### src/rtl/store_buffer_if.sv
// store_buffer_if: CPU request/response and data-memory signals of the store buffer.
// Handshake: there is no valid/ready pair. A CPU request (cpu_mem_read or
// cpu_mem_write) completes at the rising edge of any cycle in which cpu_stall
// is 0; while cpu_stall is 1 the CPU must hold the same request unchanged.
// mem_read/mem_write are single-cycle strobes to a memory that always
// completes in the cycle they are raised.
// The slave modport is the store buffer; the master modport is its environment.
interface store_buffer_if #(
  parameter int AW = 32
) ();
  logic          cpu_mem_read;
  logic          cpu_mem_write;
  logic [AW-1:0] cpu_address;
  logic [31:0]   cpu_write_data;
  logic [31:0]   cpu_read_data;
  logic          cpu_stall;
  logic          sb_empty;
  logic          mem_read;
  logic          mem_write;
  logic [AW-1:0] mem_address;
  logic [31:0]   mem_write_data;
  logic [31:0]   mem_read_data;

  modport slave (
    input  cpu_mem_read, cpu_mem_write, cpu_address, cpu_write_data, mem_read_data,
    output cpu_read_data, cpu_stall, sb_empty, mem_read, mem_write, mem_address,
           mem_write_data
  );

  modport master (
    output cpu_mem_read, cpu_mem_write, cpu_address, cpu_write_data, mem_read_data,
    input  cpu_read_data, cpu_stall, sb_empty, mem_read, mem_write, mem_address,
           mem_write_data
  );
endinterface

### src/rtl/store_buffer.sv
// store_buffer: in-order FIFO of pending CPU stores, drained to data memory
// whenever the memory port is not needed by a load.
// Optional feature macro: STORE_BUFFER_FWD_EN -- when defined, loads that hit a
// buffered store are served from the youngest matching entry; otherwise such
// loads stall until the matching entries have drained to memory.
// A cycle with both cpu_mem_read and cpu_mem_write is a store; the read flag
// still reserves the memory port, so no drain happens in that cycle.
module store_buffer #(
  parameter int DEPTH = 4,
  parameter int AW    = 32
) (
  input  logic         clk,
  input  logic         rst_n,
  store_buffer_if.slave sb
);

  localparam int PW = (DEPTH > 1) ? $clog2(DEPTH) : 1;
  localparam int WW = AW - 2;
  localparam logic [PW:0] FULL_CNT = (PW+1)'(DEPTH);

  // Queue state
  logic [PW-1:0]    head_q, head_d;
  logic [PW-1:0]    tail_q, tail_d;
  logic [PW:0]      count_q, count_d;
  logic [DEPTH-1:0] valid_q, valid_d;
  logic [WW-1:0]    addr_q [DEPTH];
  logic [WW-1:0]    addr_d [DEPTH];
  logic [31:0]      data_q [DEPTH];
  logic [31:0]      data_d [DEPTH];

  // Request decode and lookup results
  logic [WW-1:0] word_addr;
  logic          load_req;
  logic          hit;
  logic [31:0]   hit_data;
  logic [PW-1:0] scan_idx;
  logic          ld_hit;
  logic          full;
  logic          accept;
  logic          drain;
  logic          mem_rd;

  assign word_addr = sb.cpu_address[AW-1:2];
  assign load_req  = sb.cpu_mem_read & ~sb.cpu_mem_write;

  // Address match against valid entries, oldest to youngest so the youngest wins
  always_comb begin
    hit      = 1'b0;
    hit_data = '0;
    scan_idx = '0;
    for (int k = 0; k < DEPTH; k++) begin
      scan_idx = head_q + PW'(k);
      if (valid_q[scan_idx] && (addr_q[scan_idx] == word_addr)) begin
        hit      = 1'b1;
        hit_data = data_q[scan_idx];
      end
    end
  end

  // Memory port arbitration and CPU-facing outputs
  always_comb begin
    ld_hit = load_req & hit;
    full   = (count_q == FULL_CNT);
    accept = sb.cpu_mem_write & ~full;
    // A load hitting the buffer never uses the port, so draining continues
    drain  = (count_q != '0) & (~sb.cpu_mem_read | ld_hit);
    // No memory traffic is issued while reset is held
    mem_rd = load_req & ~hit & rst_n;

    sb.mem_read       = mem_rd;
    sb.mem_write      = drain;
    sb.mem_address    = '0;
    sb.mem_write_data = '0;
    if (mem_rd) begin
      sb.mem_address = sb.cpu_address;
    end else if (drain) begin
      sb.mem_address    = {addr_q[head_q], 2'b00};
      sb.mem_write_data = data_q[head_q];
    end

`ifdef STORE_BUFFER_FWD_EN
    sb.cpu_stall     = sb.cpu_mem_write & full;
    sb.cpu_read_data = ld_hit ? hit_data : (mem_rd ? sb.mem_read_data : 32'h0);
`else
    sb.cpu_stall     = (sb.cpu_mem_write & full) | ld_hit;
    sb.cpu_read_data = mem_rd ? sb.mem_read_data : 32'h0;
`endif
    sb.sb_empty = (count_q == '0);
  end

  // Pointer, count and valid next state
  always_comb begin
    head_d  = head_q + PW'(drain);
    tail_d  = tail_q + PW'(accept);
    count_d = count_q + (PW+1)'(accept) - (PW+1)'(drain);
    valid_d = valid_q;
    if (drain) begin
      valid_d[head_q] = 1'b0;
    end
    if (accept) begin
      valid_d[tail_q] = 1'b1;
    end
  end

  // Entry payload next state: write the tail slot on accept
  always_comb begin
    addr_d = addr_q;
    data_d = data_q;
    if (accept) begin
      addr_d[tail_q] = word_addr;
      data_d[tail_q] = sb.cpu_write_data;
    end
  end

  // Control state with asynchronous clear; pending entries are simply dropped
  always_ff @(posedge clk or negedge rst_n) begin
    if (!rst_n) begin
      head_q  <= '0;
      tail_q  <= '0;
      count_q <= '0;
      valid_q <= '0;
    end else begin
      head_q  <= head_d;
      tail_q  <= tail_d;
      count_q <= count_d;
      valid_q <= valid_d;
    end
  end

  // Entry payload storage, no reset needed since valid_q qualifies it
  always_ff @(posedge clk) begin
    addr_q <= addr_d;
    data_q <= data_d;
  end

endmodule

### src/flat_wrapper.sv
// flat-port wrapper written by rule: the top's interface ports become plain ports
module store_buffer_flat 
#(
  parameter int DEPTH = 4,
  parameter int AW    = 32
)
  (clk, rst_n, sb_cpu_mem_read, sb_cpu_mem_write, sb_cpu_address, sb_cpu_write_data, sb_mem_read_data, sb_cpu_read_data, sb_cpu_stall, sb_sb_empty, sb_mem_read, sb_mem_write, sb_mem_address, sb_mem_write_data);
  store_buffer_if #(.AW(AW)) sb_i ();
  input  logic clk;
  input  logic rst_n;
  input wire logic [$bits(sb_i.cpu_mem_read)-1:0] sb_cpu_mem_read;
  input wire logic [$bits(sb_i.cpu_mem_write)-1:0] sb_cpu_mem_write;
  input wire logic [$bits(sb_i.cpu_address)-1:0] sb_cpu_address;
  input wire logic [$bits(sb_i.cpu_write_data)-1:0] sb_cpu_write_data;
  input wire logic [$bits(sb_i.mem_read_data)-1:0] sb_mem_read_data;
  output wire logic [$bits(sb_i.cpu_read_data)-1:0] sb_cpu_read_data;
  output wire logic [$bits(sb_i.cpu_stall)-1:0] sb_cpu_stall;
  output wire logic [$bits(sb_i.sb_empty)-1:0] sb_sb_empty;
  output wire logic [$bits(sb_i.mem_read)-1:0] sb_mem_read;
  output wire logic [$bits(sb_i.mem_write)-1:0] sb_mem_write;
  output wire logic [$bits(sb_i.mem_address)-1:0] sb_mem_address;
  output wire logic [$bits(sb_i.mem_write_data)-1:0] sb_mem_write_data;
  assign sb_i.cpu_mem_read = sb_cpu_mem_read;
  assign sb_i.cpu_mem_write = sb_cpu_mem_write;
  assign sb_i.cpu_address = sb_cpu_address;
  assign sb_i.cpu_write_data = sb_cpu_write_data;
  assign sb_i.mem_read_data = sb_mem_read_data;
  assign sb_cpu_read_data = sb_i.cpu_read_data;
  assign sb_cpu_stall = sb_i.cpu_stall;
  assign sb_sb_empty = sb_i.sb_empty;
  assign sb_mem_read = sb_i.mem_read;
  assign sb_mem_write = sb_i.mem_write;
  assign sb_mem_address = sb_i.mem_address;
  assign sb_mem_write_data = sb_i.mem_write_data;
  store_buffer #(.DEPTH(DEPTH), .AW(AW)) u_core (.clk(clk), .rst_n(rst_n), .sb(sb_i));
endmodule
### config.mk
export PLATFORM = sky130hd
export DESIGN_NAME = store_buffer_flat
export DESIGN_NICKNAME = d
export VERILOG_FILES = /design/src/rtl/store_buffer_if.sv /design/src/rtl/store_buffer.sv /design/src/flat_wrapper.sv
export SDC_FILE = /design/constraint.sdc
export NUM_CORES = 1
export LEC_CHECK = 0
export ABC_AREA = 0
export CORE_MARGIN = 1.5
export CORE_UTILIZATION = 25
export CTS_BUF_LIST = sky130_fd_sc_hd__clkbuf_8 sky130_fd_sc_hd__clkbuf_16
export CTS_CLUSTER_DIAMETER = 100
export DETAILED_ROUTE_END_ITERATION = 10
export GPL_TIMING_DRIVEN = 0
export SYNTH_ARGS = -nofsm -noshare
export SYNTH_HDL_FRONTEND = slang
export SYNTH_SLANG_ARGS = --single-unit
export TNS_END_PERCENT = 1
### constraint.sdc
create_clock -name clk -period 5.6 [get_ports clk]
set_clock_uncertainty 0.05 [all_clocks]
set_input_delay 1.12 -clock clk [delete_from_list [all_inputs] [get_ports clk]]
set_output_delay 1.12 -clock clk [all_outputs]
set_load 0.05 [all_outputs]
==> results.sh <==
export IMPL_status="finished with violations"
export IMPL_violations="negative setup slack"
export IMPL_max_slew_margin_rel_pct=34.9
export IMPL_worstReg2RegEnd="u_core.count_q[2]$_DFF_PN0_"
export IMPL_post_dp_cell_area_um2=17800
export IMPL_dp_cells=1957
export IMPL_h_tree_depth=1
export IMPL_die_w_um=244
export IMPL_synth_area_leaders="edfxtp_1, mux4_2, mux2i_1, xnor2_1, a32o_1"
export IMPL_power_frac_seq_pct=22.2
export IMPL_drv_slew=0
export IMPL_hpwl_um=38200
export IMPL_start_util_pct=25.3
export IMPL_fmax_mhz=161
export IMPL_multi_input_area_um2=6860
export IMPL_nNetsFinal=1360
export IMPL_min_to="u_core.count_q[2]$_DFF_PN0_"
export IMPL_vias_per_cell=5.17
export IMPL_worst_pin_slew_ns=0.977
export IMPL_drtIter0Drc=854
export IMPL_fin_crit_ns=6.23
export IMPL_critical_path_max_stage_delay_ns=0.54
export IMPL_ys_flop_type="edfxtp_1"
export IMPL_grt_overflow=0
export IMPL_yosysTopAreaCellShare_pct=51.2
export IMPL_area_growth_pct=38.8
export IMPL_critPathLaunchType="register"
export IMPL_wirelength_um=53900
export IMPL_wl_met2_um=25800
export IMPL_r2r_start="u_core.head_q[0]$_DFF_PN0_"
export IMPL_worstHoldStart="u_core.count_q[1]$_DFF_PN0_"
export IMPL_crit_slowest_cell="or4_4"
export IMPL_synth_seq_area_share_pct=53.1
export IMPL_grt_max_degree=39
export IMPL_syn_area_um2=14600
export IMPL_holdWs_ns=0.499
export IMPL_internal_power_mw=7.29
export IMPL_p_sw_mw=5.37
export IMPL_ant_nets=0
export IMPL_final_hold_viol_count=0
export IMPL_cp_required_ns=4.43
export IMPL_worstSetupPathType="register to primary output"
export IMPL_io_pins=200
export IMPL_swShare_pct=42.4
export IMPL_wl_met1_um=21800
export IMPL_fp_dieH_um=244
export IMPL_leakagePower_nw=7.12
export IMPL_grt_usage_pct=17.8
export IMPL_critPathCaptureType="primary output"
export IMPL_arrival_ns=5.06
export IMPL_clock_sinks=259
export IMPL_cts_max_path_buffers=3
export IMPL_cp_max_fo=8
export IMPL_holdPathStages=1
export IMPL_yosys_warnings=0
export IMPL_top_layer="met5"
export IMPL_antenna_found_initial=3
export IMPL_total_power_mw=12.7
export IMPL_cellPowerDensity_nw_per_um2=627
export IMPL_num_vias=10559
export IMPL_synthArstFlopShare_pct=4.25
export IMPL_numCtsBuffers=31
export IMPL_fin_ws_ns=-0.627
export IMPL_setup_tns_ns=-52.77
export IMPL_n_antenna_cell=0
export IMPL_insertion_delay_ns=0.61
export IMPL_final_cell_count_no_fill=2041
export IMPL_gp_congestion=0.969
export IMPL_dp_slack_ns=-2.80
export IMPL_rsz0062_at_grt="true"
export IMPL_synth_cells=983
export IMPL_fillers=5543
export IMPL_final_area_um2=20200
export IMPL_finish_utilization_pct=35.1
export IMPL_placementRows=88
export IMPL_path_cells="buf_12, buf_16, inv_12, buf_12, ha_4, buf_12, mux4_2, xor2_1, nor4_4, o2111ai_2, or4_4, o22ai_4, a311oi_4, o21ai_4, buf_12, buf_12, buf_8, a32o_2, buf_6"
export IMPL_p_clk_share_pct=16.8
export IMPL_detail_route_wl_per_cell_um=26.4
export IMPL_wl_met3_um=4550
export IMPL_grt_pass1_wl_um=77500
export IMPL_final_layout_size_suffix_gt1_share_pct=34.5
export IMPL_io_buffer_count=198
export IMPL_yosys_top_cells_count="edfxtp_1, mux2i_1, mux4_2"
export IMPL_cap_violations=0
export IMPL_combinationalPowerShare_pct=61.0
export IMPL_rrSetupSlack_ns=0.10
export IMPL_root_buffer="clkbuf_16"
export IMPL_ys_ff_latch=259
export IMPL_min_path_type="register to register"
export IMPL_yosysMostFrequentCell="edfxtp_1"
export IMPL_design_core_area_um2=57600
export IMPL_yosysUniqueCellTypes=60
export IMPL_dieArea_um2=59700
export IMPL_rr_worst_depth=24
export IMPL_finalSetupViolCount=99
export IMPL_syn_num_nets=1092
export IMPL_crit_path_frequent_cell="buf_12"
export IMPL_synth_top_area_cell="edfxtp_1"
export IMPL_cts_hold_buf=0
export IMPL_tritoncts="built"
export IMPL_post_route_period_util_pct=111
export IMPL_synth_edf_count=248
export IMPL_clk_pin_slew_ns=0.07
export IMPL_grt_pass1_vias=10830
export IMPL_ir_worst_vdd_mv=0.329
export IMPL_register_area_um2=7720
export IMPL_first_pass_iters=6
export IMPL_drc=0
export IMPL_synth_area_per_cell_um2=14.8
==> critical path, delay by kind of cell (launching register included) <==
family / cells / cell delay, ns
buffers and inverters: 9 / 1.16
AOI/OAI and AO/OA: 5 / 0.92
xor gates and xnor gates: 1 / 0.19
and+or+nand+nor: 2 / 0.96
adders and majority gates: 1 / 0.29
DFF: 1 / 0.40
muxes: 1 / 0.51
==> cell families (layout without fill, tap and decap cells) <==
group           Yosys count  in the layout  synth area share [%]
buf+inv                 103            396                  3.66
simple gates            165            165                  6.47
fa+ha+maj                 9              9                 0.825
mux                     209            209                  22.4
flops                   259            259                  53.1
xor+xnor                116            116                  6.98
compound gates          122            122                  6.61
==> routing by layer <==
metal	vias up	global-route usage, %
met3	103	3.88
met1	5440	23.0
met4	6	5.07
li1	4483	-
met2	527	29.8
met5	-	0
==> layout make-up <==
type | count | area share, %
Multi-Input combinational cell | 621 | 33.9
Timing Repair Buffer | 236 | 13.6
Inverter | 13 | 0.303
Clock buffer | 33 | 3.98
Tap cell | 765 | 4.74
Buffer | 89 | 3.83
Clock inverter | 25 | 1.41
Sequential cell | 259 | 38.2
==> worst max path at each step <==
stage / startpoint / endpoint / slack (ns) / cells past startpoint
2_1_floorplan: u_core.head_q[1]$_DFF_PN0_ / sb_cpu_stall / -0.06 / 14
3_3_place_gp: u_core.head_q[0]$_DFF_PN0_ / sb_mem_write / -2.79 / 19
3_5_place_dp: u_core.head_q[0]$_DFF_PN0_ / sb_mem_write / -2.80 / 19
4_1_cts: u_core.head_q[0]$_DFF_PN0_ / sb_mem_address[24] / -0.63 / 19
5_1_grt: u_core.head_q[0]$_DFF_PN0_ / sb_mem_address[24] / -0.75 / 20
6_report: u_core.head_q[0]$_DFF_PN0_ / sb_mem_address[13] / -0.63 / 19
==> cells in the final DEF, fill, tap and decap left out, types with 14 or more instances in the layout <==
cell type | netlist | layout
buf_8 | 0 | 44
mux2i_1 | 106 | 98
clkbuf_1 | 37 | 33
xor2_1 | 25 | 23
o21ai_0 | 22 | 19
buf_12 | 0 | 17
a32o_2 | 0 | 30
inv_1 | 11 | 14
clkbuf_16 | 0 | 34
nand2_1 | 22 | 22
nor2_1 | 20 | 18
buf_4 | 16 | 36
and3_4 | 0 | 24
clkdlybuf4s50_1 | 0 | 99
xnor2_1 | 91 | 84
buf_6 | 9 | 57
and2_1 | 36 | 35
mux4_2 | 92 | 92
edfxtp_1 | 248 | 248
==> power groups by stage <==
| stage | Combinational (mW) | Clock, mW | Sequential [mW] |
|---|---|---|---|
| 3_5_place_dp | 6.46 | 0 | 2.83 |
| 3_3_place_gp | 6.34 | 0 | 2.88 |
| 4_1_cts | 7.53 | 2.19 | 2.80 |
| 6_report | 7.72 | 2.13 | 2.81 |
| 2_1_floorplan | 4.28 | 0 | 2.77 |
| 5_1_grt | 7.99 | 2.25 | 2.85 |
==> registers in the layout, summed over array words and instances (netlist names) <==
signal,count
u_core.data_q,128
u_core.valid_q,4
u_core.head_q,2
u_core.tail_q,2
u_core.count_q,3
u_core.addr_q,120
==> timing repair <==
action                                  CTS  global route
resized for setup                       858            58
endpoints found under the hold margin     0             0
endpoints found under the setup margin  105           100
pin swaps                                28             9
setup buffers                            25             0
cloned                                    2             0
No activity file was read; power rests on OpenSTA's default activity.
==> RTL edit 1, RTL diff (same flow settings) <==
Add a define of `STORE_BUFFER_FWD_EN`.
--- a/src/rtl/store_buffer.sv
+++ b/src/rtl/store_buffer.sv
@@ -5,6 +5,8 @@
 // loads stall until the matching entries have drained to memory.
 // A cycle with both cpu_mem_read and cpu_mem_write is a store; the read flag
 // still reserves the memory port, so no drain happens in that cycle.
+`define STORE_BUFFER_FWD_EN
+
 module store_buffer #(
   parameter int DEPTH = 4,
   parameter int AW    = 32
Check against the original RTL: not equivalent (Yosys sat finds a counterexample within 4 cycles, from zero or initial values and one cycle with rst_n low).
==> RTL edit 1 against the original RTL <==
The flow still finishes with violations (negative setup slack); cell area grew 23%; area after synthesis up 28%; sequential cell count is the same; register-to-register slack improved by 0.11 ns; fmax is 1.7% lower; critical path depth did not move; die area is 27% higher; power is 13% higher; routed wire length grew 43%; setup slack worse by 0.11 ns; non-clock buffer count grew 72.
==> RTL edit 1: results (changes against the original RTL) <==
[metrics] status: finished, violations left (unchanged)
[metrics] violations in the final reports: negative setup slack (unchanged)
[metrics] Compound-Gate Fraction of Synth Area: 11.58% (was 6.612%)
[metrics] proportion of synthesized area in mux cells: 30.58% (was 22.38%)
[metrics] final routed wire length divided by cell count: 29.15 µm (was 26.43 µm)
[metrics] Worst R2R Setup Slack: 0.21 ns (was 0.10 ns)
[metrics] overall global routing resource usage: 19.64% (was 17.78%)
[metrics] cell count of the worst reg-to-reg path: 22 (was 24)
[metrics] tightest hold margin: 0.4763 ns (was 0.4991 ns)
[metrics] biggest area contributors in the synthesized netlist: sky130_fd_sc_hd__edfxtp_1, sky130_fd_sc_hd__mux4_2, sky130_fd_sc_hd__mux2i_1, sky130_fd_sc_hd__xnor2_1, sky130_fd_sc_hd__a21oi_1 (was sky130_fd_sc_hd__edfxtp_1, sky130_fd_sc_hd__mux4_2, sky130_fd_sc_hd__mux2i_1, sky130_fd_sc_hd__xnor2_1, sky130_fd_sc_hd__a32o_1)
[metrics] # port buffers: 199 (was 198)
[metrics] placer's final routability congestion estimate: 0.9749 (was 0.9693)
[metrics] setup slack after layout: -0.7354 ns (was -0.6267 ns)
[metrics] cell class contributing the biggest share of worst-path delay: compound AO/OA/AOI/OAI gates (was buffers and inverters)
[metrics] endpoint arrival time on the critical path: 5.17 ns (was 5.06 ns)
[metrics] most numerous cell types in the synthesized netlist: sky130_fd_sc_hd__edfxtp_1, sky130_fd_sc_hd__mux4_2, sky130_fd_sc_hd__mux2i_1 (was sky130_fd_sc_hd__edfxtp_1, sky130_fd_sc_hd__mux2i_1, sky130_fd_sc_hd__mux4_2)
[metrics] peak per-stage delay on the critical path: 0.71 ns (was 0.54 ns)
[metrics] first-pass iteration count of the detailed router: 5 (was 6)
[metrics] leakage power summed over all cells: 8.605 nW (was 7.125 nW)
[metrics] Final HPWL DP: 55.33 mm (was 38.21 mm)
[metrics] ratio of cells with drive above 1 in the final layout: 37.75% (was 34.48%)
[metrics] post-route setup TNS: -59.09 ns (was -52.77 ns)
[metrics] largest vdd supply drop: 0.2293 mV (was 0.3286 mV)
[metrics] final setup violation count: 98 (was 99)
[metrics] net count reported at finish: 1767 (was 1360)
[metrics] maximum number of pins on one net before global-route repair: 48 (was 39)
[metrics] Crit-path slowest cell: sky130_fd_sc_hd__a222oi_1 (was sky130_fd_sc_hd__or4_4)
[metrics] number of cells upsized or downsized after cts: 844 (was 858)
[metrics] vias: 14820 (was 10560)
-- RTL edit 1: cell types whose count changed after synthesis, sizes merged, moves of 33 or more --
cell	unedited run	this run
o211a	0	33
a21oi	11	74
inv	12	84
buf	53	88
o2bb2ai	0	35
mux4	92	205
nand2	22	60
-- RTL edit 1: final cells by class --
class	count	area share, %
antenna	2	0.02020
buffer	132	4.292
clock buffer	27	2.727
clock inverter	21	0.7575
inverter	84	1.318
multi-input combinational	889	43.10
sequential	259	31.17
tap	959	4.843
timing repair buffer	265	11.77
-- RTL edit 1: report_power, final --
part           switching [mW]  internal, mW  total (mW)
clock                   0.785          1.01        1.80
combinational            5.34          4.28        9.63
sequential              0.340          2.59        2.93
total                    6.47          7.89        14.4
-- RTL edit 1: per-layer routing --
layer	share of wire, %	global-route usage, %
met1	39	25.47
met2	48	31.94
met3	8.1	3.923
met4	4.6	8.211
met5	0.14	0
==> RTL edit 2, RTL diff (same settings) <==
Without the edit above. Make the reset (`rst_n`) synchronous in one clocked block. Comments in the files are not updated.
--- a/src/rtl/store_buffer.sv
+++ b/src/rtl/store_buffer.sv
@@ -113,7 +113,7 @@
   end
 
   // Control state with asynchronous clear; pending entries are simply dropped
-  always_ff @(posedge clk or negedge rst_n) begin
+  always_ff @(posedge clk) begin
     if (!rst_n) begin
       head_q  <= '0;
       tail_q  <= '0;
Behaviour: differs if rst_n is asserted again (counterexample within 4 cycles, from zero or initial values and one cycle with rst_n low); with rst_n held inactive, the same outputs for 4 cycles.
==> RTL edit 2 against the original RTL <==
The run still ends with negative setup slack left; core utilization barely moved; non-clock buffer count fell by 4; area after synthesis rose by 1.4%; routed wire length fell by 1.4%; via count fell by 1.0%; sequential share of layout area fell by 0.50 points; power fell by 26%; sequential cell count did not move; cell area rose by 0.64%; setup slack improved by 0.044 ns.
==> RTL edit 2: results (changes against the original RTL) <==
[metrics] status: finished, violations left (unchanged)
[metrics] violations in the final reports: negative setup slack (unchanged)
[metrics] most numerous cell types in the synthesized netlist: sky130_fd_sc_hd__edfxtp_1, sky130_fd_sc_hd__mux4_2, sky130_fd_sc_hd__mux2i_1 (was sky130_fd_sc_hd__edfxtp_1, sky130_fd_sc_hd__mux2i_1, sky130_fd_sc_hd__mux4_2)
[metrics] Syn Nets: 1097 (was 1092)
[metrics] met2 track demand over resource: 27.83% (was 29.84%)
[metrics] leakage power summed over all cells: 6.671 nW (was 7.125 nW)
[metrics] endpoint arrival time on the critical path: 5.01 ns (was 5.06 ns)
[metrics] biggest area contributors in the synthesized netlist: sky130_fd_sc_hd__edfxtp_1, sky130_fd_sc_hd__mux4_2, sky130_fd_sc_hd__mux2i_1, sky130_fd_sc_hd__xnor2_1, sky130_fd_sc_hd__o2bb2ai_1 (was sky130_fd_sc_hd__edfxtp_1, sky130_fd_sc_hd__mux4_2, sky130_fd_sc_hd__mux2i_1, sky130_fd_sc_hd__xnor2_1, sky130_fd_sc_hd__a32o_1)
[metrics] placer's final routability congestion estimate: 0.9565 (was 0.9693)
[metrics] routed vias/inst: 5.122 (was 5.173)
[metrics] via count of the first global-routing pass: 10630 (was 10830)
[metrics] peak per-stage delay on the critical path: 0.35 ns (was 0.54 ns)
[metrics] post-route setup TNS: -45.55 ns (was -52.77 ns)
[metrics] synthesized area per cell: 14.93 µm² (was 14.80 µm²)
[metrics] final setup violation count: 99 (unchanged)
[metrics] worst setup slack before clock tree synthesis: -3.178 ns (was -2.798 ns)
[metrics] maximum number of pins on one net before global-route repair: 45 (was 39)
[metrics] setup slack after layout: -0.5823 ns (was -0.6267 ns)
[metrics] post-place instance area: 0.01795 mm² (was 0.01776 mm²)
[metrics] final cell count without fillers: 2040 (was 2041)
[metrics] number of unique standard cell types used by synthesis: 59 (was 60)
[metrics] Hold WC Path Type: reg2reg (unchanged)
[metrics] internal power: 5.701 mW (was 7.288 mW)
[metrics] number of filler instances in the final layout: 5607 (was 5543)
[metrics] Final HPWL DP: 37.23 mm (was 38.21 mm)
[metrics] met3 Resource Use GR: 4.518% (was 3.885%)
[metrics] number of clock buffers inserted by TritonCTS: 30 (was 31)
[metrics] # port buffers: 199 (was 198)
[metrics] DRC violation total after the first TritonRoute iteration: 988 (was 854)
[metrics] first-pass iteration count of the detailed router: 5 (was 6)
[metrics] sequential-to-total area share from yosys stat: 51.96% (was 53.07%)
[metrics] ratio of cells with drive above 1 in the final layout: 36.39% (was 34.48%)
[metrics] global-route wire length before repair: 75.87 mm (was 77.55 mm)
[metrics] largest vdd supply drop: 0.2735 mV (was 0.3286 mV)
[metrics] Max FO, Critical Path: 10 (was 8)
[metrics] Crit-path slowest cell: sky130_fd_sc_hd__dfxtp_2 (was sky130_fd_sc_hd__or4_4)
[metrics] Max-Slew Margin vs Limit: 36.85% (was 34.89%)
[metrics] overall global routing resource usage: 17.32% (was 17.78%)
[metrics] cell count of the worst reg-to-reg path: 27 (was 24)
RTL edit 2: metal layers:
layer  wire length, µm  share of wire [%]
met5                44              0.083
met4              1649                3.1
met3              4685                8.8
met2             24900                 47
met1             21910                 41
RTL edit 2: layout make-up:
cell class / instances / area, µm² / area share [%]
well taps: 765 / 957.2 / 4.708
clock inverters: 22 / 261.5 / 1.286
multi-input cells: 609 / 7274 / 35.78
repair buffers: 240 / 2629 / 12.93
clock buffers: 30 / 750.7 / 3.692
plain buffers: 81 / 634.4 / 3.120
flip-flops and latches: 259 / 7672 / 37.74
inverters: 34 / 152.6 / 0.7508
RTL edit 2: worst paths after layout:
path,from,end,slack [ns]
setup / recovery,u_core.head_q[1]$_SDFF_PN0_,sb_mem_address[11],-0.58
hold / removal,u_core.valid_q[1]$_SDFF_PN0_,u_core.valid_q[1]$_SDFF_PN0_,0.58
setup reg to reg,u_core.head_q[1]$_SDFF_PN0_,u_core.count_q[2]$_SDFF_PN0_,0.24
hold reg to reg,u_core.valid_q[1]$_SDFF_PN0_,u_core.valid_q[1]$_SDFF_PN0_,0.58
RTL edit 2: logic make-up after synthesis:
family / share of synthesized area, %
mux: 23.85
buf+inv: 4.053
fa+ha+maj: 0.8141
flops: 51.96
compound gates: 5.876
xor+xnor: 6.529
simple gates: 6.911
RTL edit 2: timing repair:
action / CTS / global route
resized for setup: 773 / 59
pin swaps: 33 / 17
endpoints found under the setup margin: 108 / 101
hold buffers: 0 / 0
buffers inserted: 15 / 12
gates cloned: 4 / 0
RTL edit 2: power groups by stage:
| stage | combinational [mW] | clock, mW | sequential [mW] |
|---|---|---|---|
| after floorplan | 2.76 | 0 | 2.49 |
| after global placement | 4.09 | 0 | 2.54 |
| after detailed placement | 4.17 | 0 | 2.52 |
| after CTS | 4.80 | 2.06 | 2.48 |
| after global routing | 5.09 | 2.13 | 2.52 |
| final | 4.91 | 2.02 | 2.50 |
